File: src/rtl/run_controller_if.sv
// Run handshake bundle between the host-side run controller and its environment.
//   start       : one-cycle command to begin a run (environment -> controller)
//   ack         : processor done flag, level (environment -> controller)
//   init_out    : processor init / active-high reset (controller -> environment)
//   req         : processor req/start (controller -> environment)
//   busy        : run in progress, start acceptance through FIN
//   done        : one-cycle pulse, run completed normally
//   timeout     : one-cycle pulse, run aborted after TIMEOUT req cycles
//   ack_err     : one-cycle pulse, ack seen while processor should be in reset
//   cycle_count : req-high cycles of the last completed or timed-out run
//   run_count   : completed runs, wraps 255 -> 0
interface run_controller_if #(
  parameter int unsigned CW = 16
);
  logic          start;
  logic          ack;
  logic          init_out;
  logic          req;
  logic          busy;
  logic          done;
  logic          timeout;
  logic          ack_err;
  logic [CW-1:0] cycle_count;
  logic [7:0]    run_count;

  modport master (
    input  start, ack,
    output init_out, req, busy, done, timeout, ack_err, cycle_count, run_count
  );

  modport slave (
    output start, ack,
    input  init_out, req, busy, done, timeout, ack_err, cycle_count, run_count
  );
endinterface

File: src/rtl/run_controller.sv
// Host-side initiator for the processor init/req/ack run handshake.
// A start in IDLE holds the processor in init for INIT_CYCLES cycles, waits
// one settle cycle, then raises req and counts cycles until ack or TIMEOUT.
// The outcome is reported as a one-cycle done/timeout/ack_err pulse in FIN.
// Ports:
//   Clk   : system clock, rising edge
//   Reset : asynchronous active-high reset
//   bus   : run_controller_if master modport (see interface for signals)
module run_controller #(
  parameter int unsigned    INIT_CYCLES = 4,
  parameter int unsigned    CW          = 16,
  parameter logic [CW-1:0]  TIMEOUT     = CW'(16'hFFFF)
) (
  input  logic              Clk,
  input  logic              Reset,
  run_controller_if.master  bus
);

  localparam int unsigned IW = (INIT_CYCLES > 1) ? $clog2(INIT_CYCLES) : 1;

  typedef enum logic [2:0] {
    IDLE,
    INIT,
    SETTLE,
    RUN,
    FIN
  } state_t;

  state_t        state;
  logic [IW-1:0] init_cnt;
  logic [CW-1:0] run_cnt;
  logic          init_level;
  logic          req_level;
  logic          busy_level;
  logic          done_pulse;
  logic          timeout_pulse;
  logic          ack_err_pulse;
  logic [CW-1:0] last_cycles;
  logic [7:0]    runs;

  always_ff @(posedge Clk or posedge Reset) begin
    if (Reset) begin
      state         <= IDLE;
      init_cnt      <= '0;
      run_cnt       <= '0;
      init_level    <= 1'b0;
      req_level     <= 1'b0;
      busy_level    <= 1'b0;
      done_pulse    <= 1'b0;
      timeout_pulse <= 1'b0;
      ack_err_pulse <= 1'b0;
      last_cycles   <= '0;
      runs          <= '0;
    end else begin
      // Pulses are only ever set on the transition into FIN, so clearing
      // them every cycle makes each one exactly one cycle wide.
      done_pulse    <= 1'b0;
      timeout_pulse <= 1'b0;
      ack_err_pulse <= 1'b0;
      case (state)
        IDLE: begin
          if (bus.start) begin
            state      <= INIT;
            init_level <= 1'b1;
            busy_level <= 1'b1;
            init_cnt   <= IW'(INIT_CYCLES - 1);
          end
        end
        INIT: begin
          if (init_cnt == '0) begin
            state      <= SETTLE;
            init_level <= 1'b0;
          end else begin
            init_cnt <= init_cnt - 1'b1;
          end
        end
        SETTLE: begin
          // ack still high after init means the processor did not clear it.
          if (bus.ack) begin
            state         <= FIN;
            ack_err_pulse <= 1'b1;
          end else begin
            state     <= RUN;
            req_level <= 1'b1;
            run_cnt   <= CW'(1);
          end
        end
        RUN: begin
          // ack is tested first so it wins over a simultaneous timeout.
          if (bus.ack) begin
            state       <= FIN;
            req_level   <= 1'b0;
            done_pulse  <= 1'b1;
            last_cycles <= run_cnt;
            runs        <= runs + 8'd1;
          end else if (run_cnt == TIMEOUT) begin
            state         <= FIN;
            req_level     <= 1'b0;
            timeout_pulse <= 1'b1;
            last_cycles   <= TIMEOUT;
          end else begin
            run_cnt <= run_cnt + 1'b1;
          end
        end
        FIN: begin
          state      <= IDLE;
          busy_level <= 1'b0;
        end
        default: begin
          state      <= IDLE;
          init_level <= 1'b0;
          req_level  <= 1'b0;
          busy_level <= 1'b0;
        end
      endcase
    end
  end

  assign bus.init_out    = init_level;
  assign bus.req         = req_level;
  assign bus.busy        = busy_level;
  assign bus.done        = done_pulse;
  assign bus.timeout     = timeout_pulse;
  assign bus.ack_err     = ack_err_pulse;
  assign bus.cycle_count = last_cycles;
  assign bus.run_count   = runs;

endmodule

File: src/flat_wrapper.sv
// flat-port wrapper written by rule: the top's interface ports become plain ports
module run_controller_flat 
#(
  parameter int unsigned    INIT_CYCLES = 4,
  parameter int unsigned    CW          = 16,
  parameter logic [CW-1:0]  TIMEOUT     = CW'(16'hFFFF)
)
  (Clk, Reset, bus_start, bus_ack, bus_init_out, bus_req, bus_busy, bus_done, bus_timeout, bus_ack_err, bus_cycle_count, bus_run_count);
  run_controller_if #(.CW(CW)) bus_i ();
  input  logic Clk;
  input  logic Reset;
  input wire logic [$bits(bus_i.start)-1:0] bus_start;
  input wire logic [$bits(bus_i.ack)-1:0] bus_ack;
  output wire logic [$bits(bus_i.init_out)-1:0] bus_init_out;
  output wire logic [$bits(bus_i.req)-1:0] bus_req;
  output wire logic [$bits(bus_i.busy)-1:0] bus_busy;
  output wire logic [$bits(bus_i.done)-1:0] bus_done;
  output wire logic [$bits(bus_i.timeout)-1:0] bus_timeout;
  output wire logic [$bits(bus_i.ack_err)-1:0] bus_ack_err;
  output wire logic [$bits(bus_i.cycle_count)-1:0] bus_cycle_count;
  output wire logic [$bits(bus_i.run_count)-1:0] bus_run_count;
  assign bus_i.start = bus_start;
  assign bus_i.ack = bus_ack;
  assign bus_init_out = bus_i.init_out;
  assign bus_req = bus_i.req;
  assign bus_busy = bus_i.busy;
  assign bus_done = bus_i.done;
  assign bus_timeout = bus_i.timeout;
  assign bus_ack_err = bus_i.ack_err;
  assign bus_cycle_count = bus_i.cycle_count;
  assign bus_run_count = bus_i.run_count;
  run_controller #(.INIT_CYCLES(INIT_CYCLES), .CW(CW), .TIMEOUT(TIMEOUT)) u_core (.Clk(Clk), .Reset(Reset), .bus(bus_i));
endmodule
File: config.mk
export PLATFORM = sky130hd
export DESIGN_NAME = run_controller_flat
export DESIGN_NICKNAME = d
export VERILOG_FILES = /design/src/rtl/run_controller_if.sv /design/src/rtl/run_controller.sv /design/src/flat_wrapper.sv
export SDC_FILE = /design/constraint.sdc
export NUM_CORES = 1
export LEC_CHECK = 0
export ABC_CLOCK_PERIOD_IN_PS = 2200
export BUFFER_PORTS_ARGS = -buffer_cell sky130_fd_sc_hd__buf_2
export CAP_MARGIN = 5
export CORE_MARGIN = 4
export CORE_UTILIZATION = 35
export DETAILED_ROUTE_END_ITERATION = 7
export PLACE_DENSITY = 0.65
export SLEW_MARGIN = 40
export SYNTH_ARGS = -nofsm -noshare
export SYNTH_HDL_FRONTEND = slang
export SYNTH_SLANG_ARGS = --single-unit
File: constraint.sdc
create_clock -name Clk -period 2.2 [get_ports Clk]
set_clock_uncertainty 0.1 [all_clocks]
set_input_delay 0.44 -clock Clk [delete_from_list [all_inputs] [get_ports Clk]]
set_output_delay 0.44 -clock Clk [all_outputs]
set_load 0.01 [all_outputs]
==> results.toml <==
[timing]
worst-slew-pin-transition_ns = 0.474
endpoints_failing_setup = 0
final-max-slew-violation-count = 0
rsz_0062_raised_after_global_routing = "no"
fin_worst_hold_slack_ns = 0.0205
layout_worst_path_cycle_share_pct = 94.2
setup_slack_ns = 0.128
maxClockFrequency_mhz = 483
relSlewSlack_pct = 68.4
hold_viol = 0
finalSetupTns_ns = 0
layout_min_cycle_time_ns = 2.07

[layout]
multi_input_comb_area_sq_um = 945
fillerInstances = 630
post_layout_net_count = 277
final_common_cell = "sky130_fd_sc_hd__dfrtp_1"
layout.area.seq_sq_um = 1280
ratio_of_cells_with_drive_above_1_in_the_final_layout_pct = 23.2
finish.utilization_pct = 42.6
most-common-layout-cells = "sky130_fd_sc_hd__dfrtp_1, sky130_fd_sc_hd__buf_2, sky130_fd_sc_hd__nand2_1"
num_antenna_cells = 0
layout-area-overhead-vs-synth_pct = 17.8

[placed_design]
dp_hpwl_um = 3580
pre_cts_ws_ns = 0.163
numPortBuffers = 33
finalWeightedCongestion = 0.843

[floorplan]
die_x_extent_um = 89.2
boundary_pin_count = 34
floorplan.initialDensity_pct = 36.2
die_area_sq_um = 7960
core.rowCount = 29
core_area_sq_um = 6390
chipHeight_um = 89.2

[setup_path]
launch_instance_of_the_worst_register_to_register_path = "u_core.run_cnt[0]"
worst-r2r-cell-count = 7
crit_type = "flip-flop to flip-flop"
destination_of_the_critical_timing_path = "u_core.run_cnt[3]"
critical_path.slowest_cell = "sky130_fd_sc_hd__dfrtp_2"
cp.required_ns = 2.31
critical_path_arrival_ns = 2.18
setup.reg_to_reg.worst_slack_ns = 0.13
regToRegEndpoint = "u_core.run_cnt[3]"
end_kind = "flip-flop"
cp-start-kind = "flip-flop"
crit_chain = "ha_1 -> nand3_1 -> nor4_4 -> buf_4 -> a211o_2 -> o21ai_0 -> o31ai_1"
critPathMaxFanout = 13
worstSetupStartpoint = "u_core.run_cnt[0]"
cp_max_stage_delay_ns = 0.46

[grt]
first_global_vias = 1790
track_usage_pct = 14.0
grt_antenna_before_repair = 0
wire_length_of_the_first_global_routing_pass_um = 8580
grt.overflow.total = 0
grt_max_degree = 32

[power_and_ir_drop]
power.share.switching_pct = 37.9
netSwitchingPower_mw = 1.25
ir_drop_uv = 413
power.leakage_nw = 1.25
share_comb_of_total_power_pct = 36.4
powerDensity_nw_per_um2 = 1210
p_clk_share_pct = 17.5
power.internal_mw = 2.04
share_seq_of_total_power_pct = 46.1

[run]
cap_violations = 0

[clock_network]
clock_sink_count = 51
cts_root_buf = "sky130_fd_sc_hd__clkbuf_8"
cts_htree_levels = 2
cts_hold_buf = 0
clk-insertion-delay-late_ns = 0.32
cts_max_path_buffers = 2
cts_inserted_buffers = 5
tritoncts_clock_tree = "done"
path_clk_slew_ns = 0.10

[routing]
first_pass_iters = 4
dr.first_iter.drc_count = 116
detail_route.vias_per_cell = 5.41
drc = 0
ant_nets = 0
num_vias = 1883
postRouteWirelength_um = 5100
drt-wirelength-per-cell_um = 14.7

[synthesis]
yosys_register_bits = 51
synth_cells = 228
post_synth_instance_area_sq_um = 2310
synth.net_count = 235
most_used_dff_post_synth = "sky130_fd_sc_hd__dfrtp_1"
syn-mean-instance-area_sq_um = 10.1
synth_edf_count = 0
synth-seq-area-share_pct = 55.3
synthArstFlopShare_pct = 100
ys_types = 42
synthesis_warnings = 0

[run_status]
status = "finished clean"

[hold_path]
holdCritPathClass = "primary input to async pin"
[cells in the mapped netlist, drive strengths merged (2+ instances only)]
cell     instances  area [sq um]
and2             2          12.5
a31oi            3          18.8
ha               3          37.5
nand3           10          50.1
a2bb2oi          2          17.5
inv             11          41.3
o31ai            4          30.0
a41oi            2          17.5
nand2           25          96.4
mux2i            2          20.0
o21ai           18          90.1
nand2b           2          12.5
nor4             2          27.5
nor2            23          88.8
clkbuf           4          16.3
o22a            14           123
or3              3          18.8
nand4            6          43.8
a21oi           14          70.1
dfrtp           51          1280
xnor2            3          26.3
buf              5          36.3
nor3             6          30.0
xor2             4          35.0
[registers in the layout (all words and copies together) (netlist names)]
signal                  count
u_core.bus.ack_err          1
u_core.bus.cycle_count     16
u_core.init_cnt             2
u_core.bus.req              1
u_core.bus.run_count        8
u_core.bus.init_out         1
u_core.run_cnt             16
u_core.bus.timeout          1
u_core.state                3
u_core.bus.busy             1
u_core.bus.done             1
[cell type report]
cell class	count	area share, %
Sequential cell	51	47.0
Multi-Input combinational cell	157	34.7
Timing Repair Buffer	44	9.57
Tap cell	77	3.54
Clock buffer	6	3.04
Inverter	11	1.52
Clock inverter	2	0.598
[power by group through the flow]
| stage | registers [mW] | clock network, mW | logic, mW |
|---|---|---|---|
| detailed placement | 1.53 | 0 | 1.20 |
| global placement | 1.52 | 0 | 1.18 |
| global route | 1.57 | 0.636 | 1.36 |
| floorplan | 1.58 | 0 | 0.702 |
| CTS | 1.51 | 0.588 | 1.21 |
| finish | 1.52 | 0.576 | 1.20 |
[how the worst min path moves through the flow]
stage / from / endpoint / slack, ns / cells past startpoint
global placement: u_core.bus.run_count[7] / u_core.bus.run_count[7] / 0.35 / 1
global route: Reset / u_core.bus.run_count[7] / 0.05 / 2
finish: Reset / u_core.bus.run_count[7] / 0.02 / 2
floorplan: u_core.run_cnt[7] / u_core.run_cnt[7] / 0.38 / 1
CTS: Reset / u_core.bus.run_count[7] / 0.04 / 2
detailed placement: u_core.bus.run_count[7] / u_core.bus.run_count[7] / 0.35 / 1
[kinds of logic (layout without fill, tap and decap cells)]
kind of cell	count (synthesis)	after routing	synth area share, %
multiplexers	2	2	0.867
buffers and inverters	20	63	4.06
XOR/XNOR	7	7	2.65
AND/OR/NAND/NOR	82	82	17.4
AO/OA/AOI/OAI	63	63	18.1
adder cells (fa/ha/maj)	3	3	1.63
flip-flops	51	51	55.3
[repair_timing]
action,CTS,global route
resized for setup,0,2
setup buffers,0,1
endpoints found under the setup margin,0,3
[metal layers]
| metal | part of all wire [%] | track usage (%) |
|---|---|---|
| met1 | 46 | 18.7 |
| met2 | 47 | 21.6 |
| met3 | 3.8 | 3.13 |
| met4 | 2.3 | 6.50 |
| met5 | 0 | 0 |
[per-stage QoR]
step | instance area [sq um] | instances | total power [mW]
floorplan | 2310 | 228 | 2.28
global placement | 2610 | 339 | 2.70
detailed placement | 2610 | 339 | 2.73
CTS | 2710 | 347 | 3.31
global route | 2720 | 348 | 3.56
finish | 2720 | 348 | 3.29
[worst max-delay path, delay by kind of cell, from the launching register on]
| kind | cells | cell delay [ns] |
|---|---|---|
| compound gates | 3 | 0.76 |
| flops | 1 | 0.46 |
| fa+ha+maj | 1 | 0.24 |
| simple gates | 2 | 0.23 |
| buf+inv | 1 | 0.16 |
Note: power is estimated with default switching activity, not from simulation.
